--- src/rtl/bcd_pkg.sv ---
// Shared types and helpers for the BCD countdown timer.
package bcd_pkg;

  typedef enum logic [1:0] {
    IDLE = 2'd0,
    RUN  = 2'd1,
    DONE = 2'd2
  } tmr_state_t;

  localparam logic [3:0] BCD_MAX = 4'd9;

  // Any nibble above 9 saturates to 9 so q never holds an illegal digit.
  function automatic logic [3:0] bcd_clamp(input logic [3:0] x);
    return (x > BCD_MAX) ? BCD_MAX : x;
  endfunction

endpackage

--- src/rtl/bcd_digit_dn.sv ---
// One BCD digit of the down counter; load wins over decrement, 0 wraps to 9.
module bcd_digit_dn
  import bcd_pkg::*;
(
  input  logic       clk,
  input  logic       rst_n,
  input  logic       ld,
  input  logic [3:0] d,
  input  logic       dec_in,
  output logic [3:0] q,
  output logic       borrow_out
);

  logic [3:0] q_reg;

  always_ff @(posedge clk or negedge rst_n) begin
    if (!rst_n) begin
      q_reg <= 4'd0;
    end else if (ld) begin
      q_reg <= d;
    end else if (dec_in) begin
      q_reg <= (q_reg == 4'd0) ? BCD_MAX : q_reg - 4'd1;
    end
  end

  assign q          = q_reg;
  assign borrow_out = dec_in & (q_reg == 4'd0);

endmodule

--- src/rtl/bcd_down_timer.sv ---
// Multi-digit BCD countdown timer: FSM, preset register and pulse outputs
// around a ripple-borrow chain of bcd_digit_dn instances.
module bcd_down_timer
  import bcd_pkg::*;
#(
  parameter int DIGITS      = 4,
  parameter int AUTO_RELOAD = 0
) (
  input  logic                  clk,
  input  logic                  rst_n,
  input  logic                  ld,
  input  logic [4*DIGITS-1:0]   d,
  input  logic                  start,
  input  logic                  pause,
  input  logic                  en,
  output logic [4*DIGITS-1:0]   q,
  output logic                  running,
  output logic                  done,
  output logic                  tc,
  output logic                  err
);

  localparam int W = 4 * DIGITS;

  tmr_state_t    state_reg, state_next;
  logic [W-1:0]  preset_reg, preset_next;
  logic          tc_reg, tc_next;
  logic          err_reg, err_next;

  logic [W-1:0]  d_clamped;
  logic [DIGITS-1:0] digit_bad;
  logic [W-1:0]  load_val;
  logic          load_q;
  logic          dec;
  logic [DIGITS:0] dec_chain;
  logic          borrow_unused;

  logic          q_zero, q_one, preset_zero;

  genvar gi;
  generate
    for (gi = 0; gi < DIGITS; gi++) begin : g_digit
      assign d_clamped[gi*4 +: 4] = bcd_clamp(d[gi*4 +: 4]);
      assign digit_bad[gi]        = (d[gi*4 +: 4] > BCD_MAX);

      bcd_digit_dn u_digit (
        .clk        (clk),
        .rst_n      (rst_n),
        .ld         (load_q),
        .d          (load_val[gi*4 +: 4]),
        .dec_in     (dec_chain[gi]),
        .q          (q[gi*4 +: 4]),
        .borrow_out (dec_chain[gi+1])
      );
    end
  endgenerate

  assign dec_chain[0] = dec;
  // A borrow out of the top digit would mean underflow, which RUN rules out.
  assign borrow_unused = dec_chain[DIGITS];

  assign q_zero      = (q == '0);
  assign q_one       = (q == W'(1));
  assign preset_zero = (preset_reg == '0);

  // Commands are a strict priority chain: once ld, pause or start is seen,
  // the en tick of that cycle is discarded.
  always_comb begin
    state_next  = state_reg;
    preset_next = preset_reg;
    tc_next     = 1'b0;
    err_next    = 1'b0;
    load_q      = 1'b0;
    load_val    = preset_reg;
    dec         = 1'b0;

    if (ld) begin
      load_q      = 1'b1;
      load_val    = d_clamped;
      preset_next = d_clamped;
      err_next    = |digit_bad;
      state_next  = IDLE;
    end else if (pause) begin
      if (state_reg == RUN) state_next = IDLE;
    end else if (start) begin
      case (state_reg)
        IDLE: state_next = q_zero ? DONE : RUN;
        DONE: begin
          load_q     = 1'b1;
          state_next = preset_zero ? DONE : RUN;
        end
        default: ;
      endcase
    end else if (en && state_reg == RUN) begin
      if (q_one) begin
        tc_next = 1'b1;
        if (AUTO_RELOAD != 0) begin
          load_q     = 1'b1;
          state_next = preset_zero ? DONE : RUN;
        end else begin
          dec        = 1'b1;
          state_next = DONE;
        end
      end else begin
        dec = 1'b1;
      end
    end
  end

  always_ff @(posedge clk or negedge rst_n) begin
    if (!rst_n) begin
      state_reg  <= IDLE;
      preset_reg <= '0;
      tc_reg     <= 1'b0;
      err_reg    <= 1'b0;
    end else begin
      state_reg  <= state_next;
      preset_reg <= preset_next;
      tc_reg     <= tc_next;
      err_reg    <= err_next;
    end
  end

  assign running = (state_reg == RUN);
  assign done    = (state_reg == DONE);
  assign tc      = tc_reg;
  assign err     = err_reg;

endmodule

--- config.mk ---
export PLATFORM = sky130hd
export DESIGN_NAME = bcd_down_timer
export DESIGN_NICKNAME = d
export VERILOG_FILES = /design/src/rtl/bcd_pkg.sv /design/src/rtl/bcd_digit_dn.sv /design/src/rtl/bcd_down_timer.sv
export SDC_FILE = /design/constraint.sdc
export NUM_CORES = 1
export LEC_CHECK = 0
export CORE_ASPECT_RATIO = 0.5
export CORE_MARGIN = 3
export CORE_UTILIZATION = 46
export CTS_BUF_LIST = sky130_fd_sc_hd__clkbuf_4
export DETAILED_ROUTE_END_ITERATION = 8
export GPL_TIMING_DRIVEN = 0
export HOLD_SLACK_MARGIN = 0.03
export PLACE_DENSITY = 0.77
export SLEW_MARGIN = 20
export SYNTH_ARGS = -nofsm -noshare
export SYNTH_HDL_FRONTEND = slang
export SYNTH_SLANG_ARGS = --single-unit
--- constraint.sdc ---
create_clock -name clk -period 1.9 [get_ports clk]
set_clock_uncertainty 0.1 [all_clocks]
set_input_delay 0.285 -clock clk [delete_from_list [all_inputs] [get_ports clk]]
set_output_delay 0.285 -clock clk [all_outputs]
set_load 0.02 [all_outputs]
# Yosys cells after proc, flatten, opt, wreduce, memory -nomap -nowiden
# Cells that the tools add are included.
[totals] register_bits=36 out_inout_bits=20
[classes] add_sub_neg=4 eq_ne=5 reduce_logical=16 n_bitwise=3 n_lt_le_gt_ge=4 muxes=40
[op_table] operator="$mux W4" count=16
[op_table] operator="$logic_not A16 Y1" count=2
[op_table] operator="$eq A16 B1 Y1 const B" count=1
[op_table] operator="$gt A4 B4 Y1 const B" count=4
[op_table] operator="$logic_not A4 Y1" count=4
[op_table] operator="$mux W16" count=1
[op_table] operator="$mux W2" count=8
[op_table] operator="$sub A4 B1 Y4 const B" count=4
[op_table] operator="$mux W1" count=14
[op_table] operator="$reduce_bool A2 Y1" count=4
[op_table] operator="$reduce_bool A4 Y1" count=2
[op_table] operator="$ne A5 B2 Y1 const B" count=1
[op_table] operator="$pmux W2 S2" count=1
[op_table] operator="$reduce_and A4 Y1" count=1
[op_table] operator="$reduce_or A4 Y1" count=1
[op_table] operator="$and A1 B1 Y1" count=3
[op_table] operator="$ne A3 B2 Y1 const B" count=1
[op_table] operator="$eq A2 B1 Y1 const B" count=1
[op_table] operator="$eq A2 B2 Y1 const B" count=1
[op_table] operator="$logic_not A2 Y1" count=1
[op_table] operator="$logic_and A1 B1 Y1" count=1

# Longest topological paths before layout
[depth] ltp_word=11 depth_mapped=7 mapped_depth_nobuf=5

# Hierarchy
# Synthesis repeated with hierarchy kept, for this count alone.
[hier_totals] hier_cells=180 hier_area_um2=1943.1
[modules_own_cells] mod="bcd_down_timer" seq_area_each_um2=500.5 n_inst=1 cells_each=92 area_per_inst_um2=1017.2
[modules_own_cells] mod="bcd_digit_dn" seq_area_each_um2=100.1 n_inst=4 cells_each=22 area_per_inst_um2=231.5

# Least setup slack after synthesis
# OpenSTA, ideal clock, no wires.
[synth_path] path_kind="reg2reg" startpoint="register g_digit[0].u_digit.q_reg[3]" endpoint="register g_digit[3].u_digit.q_reg[0]" setup_ps=82 synth_period_minus_slack_ps=2260 arrival_ps=2079 path_stages_with_launch=6 path_buffers=0 t_required_ps=1718 setup_slack_ps=-360 path_cell_list="dfrtp_1 or4_4 nor4_4 nand3_1 or4_1 a31oi_1"
[synth_between] elab_chain_len=5
[synth_rtl] item="start, declared" line="bcd_digit_dn.sv:14" text="logic [3:0] q_reg;"
[synth_rtl] item="start signal, assigned" line="bcd_digit_dn.sv:22" text="q_reg <= (q_reg == 4'd0) ? BCD_MAX : q_reg - 4'd1;"
[synth_rtl] item="$logic_not A4 Y1" line="bcd_digit_dn.sv:27" text="assign borrow_out = dec_in & (q_reg == 4'd0);"
[synth_rtl] item="$and A1 B1 Y1 (3 in a row)" line="bcd_digit_dn.sv:27"
[synth_rtl] item="$reduce_bool A2 Y1 (no source line)"
[synth_rtl] item="end signal, assigned" line="bcd_digit_dn.sv:22"
[synth_rtl] item="end, declared" line="bcd_digit_dn.sv:14"
# No other way between the ends.
# A chain may end at the register's enable or synchronous reset.

# Worst setup path after layout
[layout_path] startpoint="register g_digit[0].u_digit.q_reg[3]" endpoint="register state_reg[0]"
[layout_between] elab_chain_len=6 elab_cells_between_ends=9
[layout_rtl] item="$logic_not A16 Y1" line="bcd_down_timer.sv:62" text="assign q_zero = (q == '0);"
[layout_rtl] item="$mux W2" line="bcd_down_timer.sv:87" text="IDLE: state_next = q_zero ? DONE : RUN;"
[layout_rtl] item="$pmux W2 S2" line="bcd_down_timer.sv:86" text="case (state_reg)"
[layout_rtl] item="$mux W2" line="bcd_down_timer.sv:85" text="end else if (start) begin"
[layout_rtl] item="$mux W2" line="bcd_down_timer.sv:83" text="end else if (pause) begin"
[layout_rtl] item="$mux W2" line="bcd_down_timer.sv:77" text="if (ld) begin"
[layout_rtl] item="end signal, assigned" line="bcd_down_timer.sv:117" text="state_reg <= state_next;"
[layout_rtl] item="end, declared" line="bcd_down_timer.sv:25" text="tmr_state_t state_reg, state_next;"
# Several ways; a longest one is shown, not always the timed one.

==> flow_metrics.tcl <==
set metrics [dict create \
    async_reset_ff_frac 1.00 \
    synth-edff-count 0 \
    die_x_um 94.7 \
    p_clk_frac 0.226 \
    yosys.area.top_type_share 0.498 \
    die_h_um 50.4 \
    min-delay-path-class "in2reg" \
    ys_warn_count 0 \
    multi_input_area_um2 970 \
    insertion_delay_ps 350 \
    arrival_ps 2450 \
    core_um2 3600 \
    rows 15 \
    dr.pass1.iters 4 \
    dp_hpwl_um 3540 \
    antennaDiodeCount 0 \
    ys_top_cells_by_count "dfrtp_1, nor2_1, a21oi_1, a31oi_1, nand2_1" \
    power.density_nw_per_um2 700 \
    fin_crit_sh 1.19 \
    hp-start "ld" \
    rsz0062_at_grt "yes" \
    drive_gt1_frac 0.224 \
    io_buffers 40 \
    finalMaxSlewViolations 0 \
    cts_tree "yes" \
    worstSetupEndpointType "register" \
    pwr-share-comb 0.266 \
    cts.clk_slew.worst_paths_ps 110 \
    synth.most_common_cell "dfrtp_1" \
    drc 0 \
    wl_um 4910 \
    outcome "finished, violations left" \
    synth_seq_cells 36 \
    worst_slew_pin_slew_ps 545 \
    avgSynthCellArea_um2 9.68 \
    synth_cell_type_count 41 \
    dp_slack_ps -730 \
    initial_utilization 0.502 \
    place.gp.congestion 0.851 \
    io_pins 42 \
    final.min_clock_period_ps 2270 \
    nNetsFinal 268 \
    ir_drop_v 0.000578 \
    wl_per_cell_um 16.5 \
    fillCellCount 284 \
    cts_max_level 2 \
    hold-worst-slack_ps 156 \
    timing.rr.start "g_digit[0].u_digit.q[3]" \
    yosys-top-cells-area "dfrtp_1, nor2_1, a22o_1, a31oi_1, a21oi_1" \
    final-setup-viol-count 11 \
    synth_nets 209 \
    maxCapViolCount 0 \
    first_iter_violations 135 \
    stdcell_area_um2 2570 \
    cts_root_buffer "clkbuf_4" \
    clock_sink_count 36 \
    relSlewSlack 0.636 \
    num_vias 1647 \
    clock_path_buffers 2 \
    grtUsageTotal 0.221 \
    fin_ws_ps -370 \
    synth_area_um2 1810 \
    grt_pass1_wl_um 7920 \
    p_int_mw 1.22 \
    dp_cells 279 \
    violations "setup timing" \
    cts_inserted_buffers 5 \
    antenna_found_initial 0 \
    switching_power_uw 580 \
    hold_viol 0 \
    worst-setup-path-type "reg2reg" \
    fp.dieArea_um2 4770 \
    synth_area_leader_cell "dfrtp_1" \
    seqCellArea_um2 905 \
    worstPathRequired_ps 2080 \
    placed_cell_area_um2 2310 \
    r2r_setup_slack_ps -370 \
    synth-seq-area-share 0.498 \
    leakage_nw 1.09 \
    area_growth_pct 41.8 \
    ys.flop_type "dfrtp_1" \
    overflow 0 \
    vias_per_cell 5.55 \
    startpoint "g_digit[0].u_digit.q[3]" \
    critical_path.startpoint_type "register" \
    worstPathMaxFanout 5 \
    first_global_vias 1609 \
    tns_ps -2720 \
    grt_max_degree 30 \
    swShare 0.323 \
    final_cells 297 \
    max_freq_mhz 440 \
    p_seq_frac 0.508 \
    syn_inst 187 \
    antenna_left 0 \
]
path summary, 6_finish.rpt:
check | to | depth (start not counted)
worst max-delay path | state_reg[0] | 6
worst min-delay path | preset_reg[15] | 2
worst max register to register | state_reg[0] | 6
worst min register to register | preset_reg[7] | 1
max in group asynchronous | g_digit[2].u_digit.q[3] | 3
min in group asynchronous | g_digit[0].u_digit.q[1] | 2
cell type report:
type | count | share of cell area
inverters | 7 | 0.0102
plain buffers | 7 | 0.0190
clock inverters | 1 | 0.00195
multi-input cells | 137 | 0.378
clock buffers | 6 | 0.0175
flip-flops and latches | 36 | 0.352
repair buffers | 52 | 0.196
well taps | 51 | 0.0249
worst max-delay path, cell delays in order (launching register included):
cell and delay, ps:
dfrtp_2 420, or4_4 570, buf_6 140, and4b_2 400
a31oi_4 110, or3_1 330, o2bb2ai_1 130
cell usage in the layout, fill, tap and decap left out, types with 2 or more instances in the layout:
cell type         n
a21oi_1           9
or4_1             2
clkbuf_1          2
inv_1             7
a31oi_4           2
nor3_1            6
a22o_1            9
o21ai_0           8
or2_4             2
nand2_2           2
dfrtp_2           3
mux2_2            4
clkdlybuf4s50_1  33
o21a_1            2
dlymetal6s2s_1    3
buf_6             2
a21oi_2           3
a31oi_1           9
xnor2_1           4
nor2_1           30
nand3_1           2
or3_1             2
nor2b_1           2
nor4_1            4
nand2_1           8
buf_4            10
clkbuf_2          2
nor3_4            2
dfrtp_1          33
clkbuf_4          6
dlygate4sd2_1     4
cell families (layout without fill, tap and decap cells):
| kind of cell | count (synthesis) | in the layout | share of synthesized area |
|---|---|---|---|
| simple gates | 78 | 78 | 0.228 |
| compound gates | 49 | 49 | 0.177 |
| flops | 36 | 36 | 0.498 |
| buf+inv | 14 | 73 | 0.0429 |
| xor+xnor | 5 | 5 | 0.0242 |
| mux | 5 | 5 | 0.0304 |
routing by layer:
layer,GRT usage,share of wire,wire length (µm)
met5,0,0,0
met4,0.0646,0.014,67
met3,0.0509,0.063,310
met2,0.326,0.44,2170
met1,0.323,0.48,2360
power by group through the flow:
stage / Clock, mW / Sequential [mW] / Combinational, mW
CTS: 0.408 / 0.910 / 0.457
finish: 0.406 / 0.913 / 0.479
detailed placement: 0 / 0.929 / 0.425
floorplan: 0 / 0.967 / 0.173
global route: 0.452 / 0.922 / 0.516
global placement: 0 / 0.925 / 0.414
metrics by stage:
step | power (mW) | util
6_report | 1.80 | 0.713
5_1_grt | 1.89 | 0.713
4_1_cts | 1.77 | 0.691
3_5_place_dp | 1.35 | 0.642
3_3_place_gp | 1.34 | 0.638
2_1_floorplan | 1.14 | -
repair_timing:
| item | in CTS | in global routing |
|---|---|---|
| pin swaps | 7 | 5 |
| endpoints found under the setup margin | 19 | 21 |
| hold endpoints to repair | 36 | 0 |
| resized for setup | 19 | 14 |
| hold buffers | 1 | 0 |
| setup buffers | 7 | 3 |
No activity file was read; power rests on OpenSTA's default activity.
